## config.mk

```make
export PLATFORM = sky130hd
export DESIGN_NAME = keypad_scanner
export DESIGN_NICKNAME = d
export VERILOG_FILES = /design/src/rtl/keypad_scanner.sv
export SDC_FILE = /design/constraint.sdc
export NUM_CORES = 1
export LEC_CHECK = 0
export CAP_MARGIN = 0
export CORE_MARGIN = 5
export CORE_UTILIZATION = 55
export DETAILED_ROUTE_END_ITERATION = 7
export GPL_TIMING_DRIVEN = 0
export HOLD_SLACK_MARGIN = 0.1
export PLACE_DENSITY = 0.83
export REMOVE_ABC_BUFFERS = 1
export SETUP_SLACK_MARGIN = 0.05
export SLEW_MARGIN = 30
export SYNTH_ARGS = -nofsm -noshare
export SYNTH_HDL_FRONTEND = slang
export SYNTH_SLANG_ARGS = --single-unit
```

## constraint.sdc

```tcl
create_clock -name clk -period 8.1 [get_ports clk]
set_clock_uncertainty 0.2 [all_clocks]
set_input_delay 0.81 -clock clk [delete_from_list [all_inputs] [get_ports clk]]
set_output_delay 0.81 -clock clk [all_outputs]
set_load 0.01 [all_outputs]
```

## src/rtl/keypad_scanner.sv

```systemverilog
// 4x4 matrix keypad scanner: rotating active-low row drive, debounced press/release,
// hex decode and a 4-digit shift buffer suitable for a seven-segment display.
module keypad_scanner #(
   parameter int unsigned SCAN_DIV  = 50000,
   parameter int unsigned DEB_TICKS = 20
) (
   input  logic        clk,
   input  logic        rst,
   output logic [3:0]  rows,
   input  logic [3:0]  cols,
   input  logic        clr,
   output logic        key_valid,
   output logic [3:0]  key_code,
   output logic        key_held,
   output logic [15:0] digits
);

   localparam int unsigned DIV_W = (SCAN_DIV > 1) ? $clog2(SCAN_DIV) : 1;
   localparam int unsigned DEB_W = (DEB_TICKS > 1) ? $clog2(DEB_TICKS + 1) : 1;

   typedef enum logic [1:0] {SCAN, DEBOUNCE, HELD} state_t;

   function automatic logic [3:0] key_map(input logic [1:0] r, input logic [1:0] c);
      case ({r, c})
         4'h0: key_map = 4'h1;  4'h1: key_map = 4'h2;  4'h2: key_map = 4'h3;  4'h3: key_map = 4'hA;
         4'h4: key_map = 4'h4;  4'h5: key_map = 4'h5;  4'h6: key_map = 4'h6;  4'h7: key_map = 4'hB;
         4'h8: key_map = 4'h7;  4'h9: key_map = 4'h8;  4'hA: key_map = 4'h9;  4'hB: key_map = 4'hC;
         4'hC: key_map = 4'hE;  4'hD: key_map = 4'h0;  4'hE: key_map = 4'hF;  default: key_map = 4'hD;
      endcase
   endfunction

   // Lowest-index active column wins when several keys share a row
   function automatic logic [1:0] low_col(input logic [3:0] p);
      if (!p[0])      low_col = 2'd0;
      else if (!p[1]) low_col = 2'd1;
      else if (!p[2]) low_col = 2'd2;
      else            low_col = 2'd3;
   endfunction

   state_t            state, state_d;
   logic [3:0]        cols_m, cols_s;
   logic [DIV_W-1:0]  div_cnt;
   logic              scan_tick;
   logic [1:0]        row_idx, row_idx_d, key_row, key_row_d, key_col, key_col_d;
   logic [3:0]        rows_d, pattern, pattern_d, code_c;
   logic [DEB_W-1:0]  deb_cnt, deb_cnt_d, rel_cnt, rel_cnt_d;
   logic              accept_c;

   assign scan_tick = (div_cnt == DIV_W'(SCAN_DIV - 1));

   // Next-state and datapath decisions; everything is sampled only on scan_tick
   always_comb begin
      state_d   = state;
      rows_d    = rows;
      row_idx_d = row_idx;
      key_row_d = key_row;
      key_col_d = key_col;
      pattern_d = pattern;
      deb_cnt_d = deb_cnt;
      rel_cnt_d = rel_cnt;
      accept_c  = 1'b0;
      code_c    = key_map(key_row, key_col);
      case (state)
         SCAN: if (scan_tick) begin
            if (cols_s == 4'hF) begin
               rows_d    = {rows[2:0], rows[3]};
               row_idx_d = row_idx + 2'd1;
            end else begin
               key_row_d = row_idx;
               key_col_d = low_col(cols_s);
               pattern_d = cols_s;
               deb_cnt_d = DEB_W'(1);
               code_c    = key_map(row_idx, low_col(cols_s));
               if (DEB_TICKS <= 1) begin
                  accept_c  = 1'b1;
                  deb_cnt_d = '0;
                  rel_cnt_d = '0;
                  state_d   = HELD;
               end else begin
                  state_d = DEBOUNCE;
               end
            end
         end
         DEBOUNCE: if (scan_tick) begin
            if (cols_s == pattern) begin
               if (deb_cnt == DEB_W'(DEB_TICKS - 1)) begin
                  accept_c  = 1'b1;
                  deb_cnt_d = '0;
                  rel_cnt_d = '0;
                  state_d   = HELD;
               end else begin
                  deb_cnt_d = deb_cnt + DEB_W'(1);
               end
            end else begin
               deb_cnt_d = '0;
               rows_d    = {rows[2:0], rows[3]};
               row_idx_d = row_idx + 2'd1;
               state_d   = SCAN;
            end
         end
         HELD: if (scan_tick) begin
            if (cols_s == 4'hF) begin
               if (rel_cnt == DEB_W'(DEB_TICKS - 1)) begin
                  rel_cnt_d = '0;
                  rows_d    = {rows[2:0], rows[3]};
                  row_idx_d = row_idx + 2'd1;
                  state_d   = SCAN;
               end else begin
                  rel_cnt_d = rel_cnt + DEB_W'(1);
               end
            end else begin
               rel_cnt_d = '0;
            end
         end
         default: state_d = SCAN;
      endcase
   end

   always_ff @(posedge clk) begin
      if (rst) begin
         state     <= SCAN;
         cols_m    <= 4'hF;
         cols_s    <= 4'hF;
         div_cnt   <= '0;
         rows      <= 4'b1110;
         row_idx   <= 2'd0;
         key_row   <= 2'd0;
         key_col   <= 2'd0;
         pattern   <= 4'hF;
         deb_cnt   <= '0;
         rel_cnt   <= '0;
         key_valid <= 1'b0;
         key_code  <= 4'h0;
         key_held  <= 1'b0;
         digits    <= 16'h0;
      end else begin
         state     <= state_d;
         cols_m    <= cols;
         cols_s    <= cols_m;
         div_cnt   <= scan_tick ? '0 : div_cnt + DIV_W'(1);
         rows      <= rows_d;
         row_idx   <= row_idx_d;
         key_row   <= key_row_d;
         key_col   <= key_col_d;
         pattern   <= pattern_d;
         deb_cnt   <= deb_cnt_d;
         rel_cnt   <= rel_cnt_d;
         key_valid <= accept_c;
         key_held  <= (state_d == HELD);
         if (accept_c) key_code <= code_c;
         // Clear has priority over a coincident key shift
         if (clr)           digits <= 16'h0;
         else if (accept_c) digits <= {digits[11:0], code_c};
      end
   end

endmodule

```

== Yosys cells after proc, flatten, opt, wreduce, memory -nomap -nowiden ==
Memory sizes are Yosys's and may differ from the RTL's. A register that Yosys moved wholly into a read port is not among the register bits.
Index checks and enable logic that the tools add are counted.
Storage, ports and cells
  bits in read-only memories: 128
  input bits: 7
  bits in registers: 72
  output and inout bits: 26
  memories kept: 2
Operators by class
  reduce and logical (&&, ||, !) cells: 10
  equal/unequal tests: 18
  bitwise logic cells: 1
  add/sub/neg operators: 4
  multiplexer cells: 53
Memories
  (no name shown): depth 16, bits a word 4, read ports 1, clocked after Yosys merged registers in 1, wr ports 0, RTL line 24  | case ({r, c})
  (no name shown): depth 16, bits a word 4, read ports 1, clocked after Yosys merged registers in 0, wr ports 0, RTL line 24
Operators with widths (count)
  5-bit two-way mux: 11
  4-bit two-way mux: 12
  2-bit two-way mux: 20
  2-bit != test, second input constant: 10
  5-bit one-hot mux with 2 select lines: 2
  16-bit by 1-bit adder with 16-bit output, second input constant: 1
  16-bit == test, second input constant: 1
  2-bit one-hot mux with 3 select lines: 2
  4-bit one-hot mux with 3 select lines: 1
  5-bit by 1-bit adder with 5-bit output, second input constant: 2
  5-bit == test, second input constant: 2
  8-bit AND reduction: 1
  1-bit two-way mux: 5
  5-bit AND reduction: 1
  2-bit == test, second input constant: 2
  4-bit == test: 1
  4-bit == test, second input constant: 1
  4-bit AND reduction: 1
  2-bit nonzero test: 2
  2-bit OR reduction: 2
  3-bit AND reduction: 1
  3-bit nonzero test: 1
  2-bit by 1-bit adder with 2-bit output, second input constant: 1
  2-bit by 1-bit == test with 1-bit output, second input constant: 1
  2 further kinds: 2

== Depth between registers and ports, before layout ==
Gate-level depths: netlist (run 1).
An unclocked memory read counts as a cell.
  depth after elaboration: 10
  depth in mapped cells: 15
  gate-level depth less buffers: 12

== Worst setup path after synthesis (run 1) ==
OpenSTA, ideal clock, no wires.
  path type: flip-flop to flip-flop
  start: register div_cnt[0]
  end: register (tool-made name)
  library setup time: 0.061 ns
  slack: 5.267 ns
  arrival: 2.572 ns
  period minus slack after synthesis: 2.833 ns
  stages on the path, launching flop included: 16
  cells stage by stage: dfxtp_1 ha_1 and3_1 buf_2 and4_1 buf_6 nand2_1 buf_2 nand2_1 a21oi_2 inv_1 ha_1 nor2b_1 and3_1 a311oi_2 a32o_1
RTL lines
  start: declaration: RTL line 42  | logic [DIV_W-1:0] div_cnt;
  start signal: assignment: RTL line 140  | div_cnt <= scan_tick ? '0 : div_cnt + DIV_W'(1);

==> flow_summary_export.csv, run 1 <==
group,metric,value,unit
timing,slew_violations,0,
grt,grt_max_degree,43,
logic_synthesis,synth_top_family_by_area,"simple AND/OR/NAND/NOR gates",
drt,topRoutingLayerUsed,"met4",
logic_synthesis,netlist-cell-type-count,49,
timing,finalSetupViolations,0,
grt,grt_usage,18.1,%
clock_network,cts_buffers,9,
final_layout,fin_nets,432,
clock_network,path_clk_slew,0.09,ns
clock_network,insertion_delay,0.34,ns
final_layout,area_delta_synth_final,15.5,%
clock_network,cts_htree_levels,3,
floorplan,initial_core_util,56.4,%
min_path,hp-class,"register to register",
outcome,outcome,"finished, final reports clean",
logic_synthesis,synth_cells,391,
power_and_ir_drop,leakagePower,1.44,nW
timing,worst_pin_slew,0.817,ns
floorplan,fp.dieArea,7720,um^2
timing,rsz0062_at_grt,"false",
logic_synthesis,synth_compound_area_share,13.2,%
clock_network,post_cts_buffers,0,
timing,max_freq,277,MHz
worst_setup_path,crit_path_max_fanout,11,
floorplan,core,5920,um^2
power_and_ir_drop,p_per_area,177,nW/um^2
timing,finalCritPeriodShare,44.6,%
drt,avgViaCountPerCell,5.49,
drt,post_drt_wl_per_cell,12.8,um
placed_design,dp.cells,479,
logic_synthesis,synth_edf_count,0,
grt,antenna_found_initial,0,
logic_synthesis,yosys_warnings,0,
logic_synthesis,synth_ff_type,"dfxtp_1",
drt,m1WireLength,2770,um
logic_synthesis,synthTopCellsByArea,"dfxtp_1 46%, nand2_1 6.5%, a21oi_1 6.0%",
timing,period_needed,3.61,ns
drt,wl,6330,um
logic_synthesis,synth_xor_xnor_area_share,4.72,%
worst_setup_path,endpoint_kind,"register",
placed_design,hpwl,4340,um
timing,hold_viol_final,0,
logic_synthesis,muxShareOfSynthArea,2.17,%
clock_network,clockRootBuffer,"clkbuf_8",
worst_setup_path,worstPathArrival,3.70,ns
logic_synthesis,synth_top_cell_area_share,45.6,%
worst_setup_path,crit_required,8.20,ns
final_layout,regArea,1520,um^2
drt,met2_length,3060,um
final_layout,antenna_cells,0,
drt,via_count,2718,
drt,drt_iter0_markers,142,
clock_network,cts_resized,0,
logic_synthesis,netlist_area,3340,um^2
floorplan,die_w,87.9,um
clock_network,clockBufferDepth,2,
logic_synthesis,ys_seq_elements,76,
floorplan,num_rows,28,
logic_synthesis,avgSynthCellArea,8.53,um^2
logic_synthesis,ys_seq_area_share,45.6,%
grt,grt_pass1_vias,2616,
worst_setup_path,cp-start-kind,"register",
final_layout,layout-drive-gt1-share,8.81,%
placed_design,port_buffers,32,
final_layout,multi_input_area,1670,um^2
final_layout,final_cells,495,
drt,wl_met3,367,um
logic_synthesis,synth-async-reset-ratio,0,%
final_layout,fill_cells,489,
worst_setup_path,timing_worst_setup_path_type,"register to register",
floorplan,fp.dieH,87.9,um
power_and_ir_drop,peakVddDrop,0.000142,V
clock_network,cts.sinks,76,
drt,antenna_left,0,
final_layout,mostFrequentLayoutCell,"dfxtp_1",
final_layout,layout_common_cells,"76 x dfxtp_1, 58 x nand2_1, 40 x a21oi_1, 35 x nor2_1, 31 x clkdlybuf4s50_1",
clock_network,cts_tree,"built",
timing,slew_headroom,45.4,%
flow_run,cap_violations,0,
grt,grt_pass1_wl,11200,um
drt,drc_errors,0,
floorplan,io_pins,33,
placed_design,gp_congestion,0.913,
logic_synthesis,synth-simple-area-share,26.2,%
logic_synthesis,post-synth-top-area-cell,"dfxtp_1",
logic_synthesis,synth_fa_ha_area_share,3.75,%
clock_network,cts_hold_buf,0,
grt,overflow,0,
drt,firstDrtPassIters,4,
timing,fin_setup_tns,0,ns
## registers in the layout, indices dropped and copies added (netlist names), named ones only
register and cells:
key_col 2, rows 4, digits 16, cols_m 4, row_idx 2, key_valid 1, cols_s 4, key_held 1
rel_cnt 5, state 2, pattern 4, div_cnt 16, deb_cnt 5, key_row 2, key_code 4
## where the power goes
part	switching, mW	leakage (nW)	total [mW]	internal (mW)
Sequential	0.00188	0.615	0.378	0.376
Combinational	0.0131	0.738	0.0202	0.00713
Clock	0.141	0.0877	0.284	0.143
## area by class of cell
cell class | count | share of cell area, %
clock buffer | 9 | 3.21
timing repair buffer | 32 | 8.18
sequential | 76 | 39.5
tap | 75 | 2.43
multi-input combinational | 282 | 43.3
clock inverter | 7 | 2.01
inverter | 14 | 1.36
## cell usage after synthesis (2+ instances only)
cell type,instances
buf_4,2
o32ai_1,2
o21ai_0,10
or2_2,9
nand4_1,4
and4_1,2
o211ai_1,4
dfxtp_1,76
buf_1,2
and3_1,11
nand3_1,20
mux2_2,2
inv_1,14
o21ai_1,5
nand2_1,58
mux2i_1,5
clkbuf_1,9
buf_2,4
ha_1,10
and4bb_2,2
nand2b_1,5
nor3_1,5
nor2_1,35
a21oi_1,40
nor2b_1,7
or3_1,7
xor2_1,9
a211oi_1,3
xnor2_1,9
## cells by family (layout without fill, tap and decap cells)
logic type,Yosys count,count (layout)
compound gates,74,74
flops,76,76
fa+ha+maj,10,10
simple gates,173,173
xor+xnor,18,18
mux,7,7
buf+inv,33,62
## routing by layer
metal,global-route usage [%],vias up
met4,10.6,0
met2,30.3,66
met5,0,-
li1,-,1381
met3,3.86,14
met1,21.3,1257
## worst paths after layout
path / startpoint / endpoint / slack (ns) / depth (start not counted)
setup / recovery: div_cnt[0] / register / 4.49 / 12
hold / removal: cols_m[0] / cols_s[0] / 0.21 / 1
setup reg to reg: div_cnt[0] / register / 4.49 / 12
hold reg to reg: cols_m[0] / cols_s[0] / 0.21 / 1
## critical path, cell delays in order, from the launching register on
cell and delay, ns:
dfxtp_1 0.35, ha_1 0.19, and3_1 0.28, nand4_2 0.28, nor2_1 0.67, nand2_1 0.19, a21oi_2 0.29, inv_1 0.12
ha_1 0.20, nor2b_1 0.16, and3_1 0.24, a311oi_2 0.24, a32o_1 0.15
## stage by stage
step / worst slack (ns) / util, % / area (um^2) / total power, mW / hold WS, ns
2_1_floorplan: 5.15 / - / 3240 / 0.398 / 0.189
3_3_place_gp: 4.11 / 61.8 / 3660 / 0.407 / 0.191
3_5_place_dp: 4.53 / 61.7 / 3650 / 0.407 / 0.193
4_1_cts: 4.52 / 65.1 / 3850 / 0.688 / 0.207
5_1_grt: 4.28 / 65.1 / 3850 / 0.712 / 0.219
6_report: 4.49 / 65.1 / 3850 / 0.683 / 0.206
Power figures use the tool's default switching activity.
==> run 2, diff against run 1 <==
==> constraint.sdc (replaced) <==
create_clock -name clk -period 3.59 [get_ports clk]
set_clock_uncertainty 0.2 [all_clocks]
set_input_delay 0.359 -clock clk [delete_from_list [all_inputs] [get_ports clk]]
set_output_delay 0.359 -clock clk [all_outputs]
set_load 0.01 [all_outputs]
==> flow_summary_export.csv, run 2 (synthesized netlist as in run 1, its figures left out) <==
group,metric,value,unit
outcome,outcome,"finished, final reports clean",
timing,slew_violations,0,
drt,post_drt_wl_per_cell,12.8,um
min_path,hold_start,"cols_m[0]",
final_layout,fin_nets,432,
power_and_ir_drop,leakagePower,1.44,nW
final_layout,utilization,65.3,%
drt,avgViaCountPerCell,5.39,
clock_network,cts.sinks,76,
drt,drt_iter0_markers,166,
clock_network,cts_htree_levels,3,
worst_setup_path,critPathMaxStageDelay,0.37,ns
floorplan,fp.dieH,87.9,um
timing,setup_slack,0.329,ns
min_path,worstHoldPathCells,1,
clock_network,insertion_delay,0.34,ns
min_path,holdPathEnd,"cols_s[0]",
power_and_ir_drop,p_per_area,399,nW/um^2
grt,overflow,0,
clock_network,cts_tree,"built",
power_and_ir_drop,total_power,1.54,mW
grt,grt_pass1_wl,11300,um
worst_setup_path,worstPathArrival,3.36,ns
final_layout,layout_common_cells,"76 x dfxtp_1, 58 x nand2_1, 40 x a21oi_1, 34 x nor2_1, 31 x clkdlybuf4s50_1",
drt,firstDrtPassIters,4,
flow_run,cap_violations,0,
drt,antenna_left,0,
final_layout,mostFrequentLayoutCell,"dfxtp_1",
grt,grt_max_degree,43,
final_layout,final_area,3860,um^2
placed_design,gp_congestion,0.913,
timing,hold_ws,0.205,ns
timing,max_freq,307,MHz
clock_network,cts_hold_buf,0,
grt,antenna_found_initial,0,
placed_design,dp.cells,479,
timing,finalCritPeriodShare,90.8,%
grt,grt_usage,18.3,%
timing,finalSetupViolations,0,
floorplan,fp.dieArea,7720,um^2
final_layout,layout-drive-gt1-share,9.29,%
clock_network,path_clk_slew,0.09,ns
clock_network,post_cts_buffers,0,
grt,grt_pass1_vias,2627,
worst_setup_path,crit_path_max_fanout,11,
floorplan,core,5920,um^2
worst_setup_path,reg2reg_depth,12,
clock_network,cts_buffers,9,
timing,fin_setup_tns,0,ns
final_layout,antenna_cells,0,
worst_setup_path,crit_required,3.68,ns
final_layout,area_delta_synth_final,15.8,%
floorplan,io_pins,33,
clock_network,clockRootBuffer,"clkbuf_8",
worst_setup_path,path_cells,"ha_1 > and3_1 > nand4_2 > nor2_4 > nand2_1 > a21oi_2 > inv_1 > ha_1 > nor2b_1 > and3_1 > a311oi_2 > a32o_1",
timing,period_needed,3.26,ns
floorplan,num_rows,28,
timing,slew_headroom,45.1,%
drt,via_count,2666,
placed_design,hpwl,4340,um
worst_setup_path,cp-start-kind,"register",
placed_design,placed_area,3650,um^2
worst_setup_path,r2r-start,"div_cnt[0]",
worst_setup_path,endpoint_kind,"register",
final_layout,reg_top3,"digits (16), div_cnt (16)",
timing,worst_pin_slew,0.821,ns
drt,drc_errors,0,
timing,rsz0062_at_grt,"false",
floorplan,initial_core_util,56.4,%
min_path,hp-class,"register to register",
worst_setup_path,timing_worst_setup_path_type,"register to register",
placed_design,dp_slack,0.0158,ns
final_layout,final_cells,495,
worst_setup_path,r2r_slack,0.33,ns
power_and_ir_drop,peakVddDrop,0.000320,V
floorplan,die_w,87.9,um
drt,wl,6350,um
clock_network,clockBufferDepth,2,
timing,hold_viol_final,0,
final_layout,fill_cells,486,
placed_design,port_buffers,32,
worst_setup_path,slowest_stage,"nor2_4",
[run 2: final cells by class]
cell class / instances / area (um^2) / area share [%]
Clock inverter: 7 / 77.6 / 2.01
Sequential cell: 76 / 1520 / 39.4
Inverter: 14 / 52.6 / 1.36
Clock buffer: 9 / 124 / 3.21
Tap cell: 75 / 93.8 / 2.43
Timing Repair Buffer: 32 / 315 / 8.16
Multi-Input combinational cell: 282 / 1680 / 43.5
[run 2: report_power, final]
group / internal, mW / total [mW] / switching (mW)
clock: 0.323 / 0.641 / 0.318
sequential: 0.849 / 0.853 / 0.00424
combinational: 0.0161 / 0.0465 / 0.0304
[run 2: repair_timing]
action                                 4_1_cts  5_1_grt
resized for setup                            1        2
gates cloned                                 0        0
endpoints found under the hold margin        0        0
setup endpoints to repair                    1        1
[run 2: worst max path at each step]
stage / from / to / slack [ns] / cells past startpoint
after floorplan: div_cnt[0] / register / 0.64 / 12
final: div_cnt[0] / register / 0.33 / 12
after detailed placement: div_cnt[0] / register / 0.02 / 12
after global routing: div_cnt[0] / register / 0.15 / 12
after global placement: div_cnt[0] / register / 0.03 / 12
after CTS: div_cnt[0] / register / 0.22 / 12
[run 2: metal layers]
metal	up-vias	wire length (um)	track usage, %
met5	-	0	0
met4	0	105	10.6
met1	1225	2910	21.9
li1	1380	-	-
met3	10	283	3.57
met2	51	3060	30.4
[run 2: critical path: cells and delay by family, from the launching register on]
| family | cells | cell delay (ns) |
|---|---|---|
| adder cells (fa/ha/maj) | 2 | 0.39 |
| flip-flops | 1 | 0.35 |
| AO/OA/AOI/OAI | 3 | 0.66 |
| AND/OR/NAND/NOR | 6 | 1.49 |
| buffers and inverters | 1 | 0.12 |
==> run 3, diff against run 2 <==
--- a/config.mk
+++ b/config.mk
@@ -12,8 +12,7 @@
 export GPL_TIMING_DRIVEN = 0
 export HOLD_SLACK_MARGIN = 0.1
 export PLACE_DENSITY = 0.83
-export REMOVE_ABC_BUFFERS = 1
-export SETUP_SLACK_MARGIN = 0.05
+export SETUP_SLACK_MARGIN = 0.1
 export SLEW_MARGIN = 30
 export SYNTH_ARGS = -nofsm -noshare
 export SYNTH_HDL_FRONTEND = slang
==> flow_summary_export.csv, run 3 (synthesized netlist as in run 1, its figures left out) <==
group,metric,value,unit
floorplan,initial_core_util,56.4,%
grt,overflow,0,
clock_network,cts_hold_buf,0,
min_path,hp-class,"register to register",
clock_network,cts_tree,"built",
floorplan,fp.dieArea,7720,um^2
min_path,holdPathEnd,"cols_s[0]",
grt,grt_pass1_wl,12000,um
min_path,hold_start,"cols_m[0]",
clock_network,cts_htree_levels,3,
placed_design,port_buffers,32,
flow_run,cap_violations,0,
grt,grt_pass1_vias,2817,
final_layout,layout-drive-gt1-share,9.59,%
final_layout,utilization,66.8,%
timing,setup_slack,0.357,ns
power_and_ir_drop,peakVddDrop,0.000290,V
drt,avgViaCountPerCell,5.49,
min_path,worstHoldPathCells,1,
floorplan,fp.dieH,87.9,um
drt,wl,6780,um
worst_setup_path,worstPathArrival,3.32,ns
outcome,outcome,"finished, final reports clean",
worst_setup_path,timing_worst_setup_path_type,"register to register",
drt,via_count,2814,
worst_setup_path,r2r-start,"div_cnt[0]",
floorplan,io_pins,33,
final_layout,fill_cells,489,
placed_design,placed_area,3750,um^2
placed_design,dp_slack,0.407,ns
final_layout,mostFrequentLayoutCell,"dfxtp_1",
clock_network,path_clk_slew,0.07,ns
final_layout,final_area,3960,um^2
worst_setup_path,endpoint_kind,"register",
power_and_ir_drop,leakagePower,1.50,nW
clock_network,insertion_delay,0.34,ns
clock_network,clockBufferDepth,2,
timing,worst_pin_slew,0.585,ns
placed_design,gp_congestion,0.876,
grt,grt_usage,19.6,%
power_and_ir_drop,total_power,1.58,mW
final_layout,antenna_cells,0,
final_layout,multi_input_area,1670,um^2
floorplan,core,5920,um^2
worst_setup_path,r2r_slack,0.36,ns
clock_network,cts.sinks,76,
floorplan,num_rows,28,
final_layout,fin_nets,451,
placed_design,hpwl,4990,um
drt,drc_errors,0,
final_layout,reg_top3,"digits (16), div_cnt (16)",
final_layout,regArea,1520,um^2
clock_network,cts_buffers,9,
power_and_ir_drop,p_per_area,399,nW/um^2
timing,period_needed,3.23,ns
drt,drt_iter0_markers,203,
drt,firstDrtPassIters,4,
timing,fin_setup_tns,0,ns
logic_synthesis,synthesis.nets,408,
floorplan,die_w,87.9,um
worst_setup_path,crit_required,3.68,ns
timing,max_freq,309,MHz
drt,post_drt_wl_per_cell,13.2,um
worst_setup_path,cp-start-kind,"register",
timing,hold_viol_final,0,
final_layout,layout_common_cells,"76 x dfxtp_1, 58 x nand2_1, 40 x a21oi_1, 35 x nor2_1, 32 x clkdlybuf4s50_1",
final_layout,area_delta_synth_final,18.6,%
timing,slew_violations,0,
grt,antenna_found_initial,0,
clock_network,cts_resized,0,
clock_network,clockRootBuffer,"clkbuf_8",
timing,finalCritPeriodShare,90.0,%
worst_setup_path,reg2reg_depth,15,
grt,grt_max_degree,13,
worst_setup_path,crit_path_max_fanout,10,
timing,slew_headroom,61.0,%
timing,rsz0062_at_grt,"false",
clock_network,post_cts_buffers,0,
timing,finalSetupViolations,0,
drt,antenna_left,0,
-- run 3: cell types whose count changed in the layout (fill, tap and decap cells not counted), moves of 2 or more --
cell | previous run | this run
clkbuf_1 | 0 | 10
buf_2 | 1 | 4
clkinvlp_4 | 4 | 1
buf_1 | 0 | 2
buf_4 | 0 | 2
clkinv_2 | 0 | 2
clkinv_4 | 2 | 0
-- run 3: worst max-delay path by stage --
stage	start	end	slack, ns	cells past startpoint
CTS	div_cnt[0]	register	0.38	15
global placement	div_cnt[0]	register	0.46	15
detailed placement	div_cnt[0]	register	0.41	15
floorplan	div_cnt[0]	register	0.76	15
global route	div_cnt[0]	register	0.17	14
finish	div_cnt[0]	register	0.36	15
-- run 3: routing by layer --
| layer | routed length [um] | GRT usage [%] | vias up |
|---|---|---|---|
| li1 | - | - | 1414 |
| met1 | 3020 | 23.9 | 1303 |
| met2 | 3270 | 32.1 | 86 |
| met3 | 391 | 3.76 | 11 |
| met4 | 106 | 11.9 | 0 |
| met5 | 0 | 0 | - |
-- run 3: critical path, cell delays in order (launching register included) --
cell      delay, ns
dfxtp_1        0.33
ha_1           0.22
and3_1         0.17
buf_2          0.14
and4_1         0.20
buf_6          0.15
nand2_1        0.09
buf_2          0.23
nand2_1        0.11
a21oi_2        0.25
inv_1          0.13
ha_1           0.20
nor2b_1        0.16
and3_1         0.20
a311oi_2       0.24
a32o_1         0.15
-- run 3: where the power goes --
group / switching [mW] / leakage (nW) / internal (mW)
clock network: 0.290 / 0.102 / 0.385
logic: 0.0321 / 0.788 / 0.0190
registers: 0.00420 / 0.615 / 0.850
-- run 3: final cells by class --
| type | instances | area share (%) |
|---|---|---|
| tap | 75 | 2.37 |
| clock buffer | 10 | 3.23 |
| timing repair buffer | 32 | 8.10 |
| sequential | 76 | 38.5 |
| clock inverter | 5 | 1.96 |
| buffer | 19 | 2.34 |
| multi-input combinational | 282 | 42.2 |
| inverter | 14 | 1.33 |
-- run 3: metrics by stage --
stage               hold slack, ns  std cells
floorplan                    0.189        391
global placement             0.194        498
detailed placement           0.193        498
CTS                          0.211        513
global route                 0.239        513
finish                       0.210        513
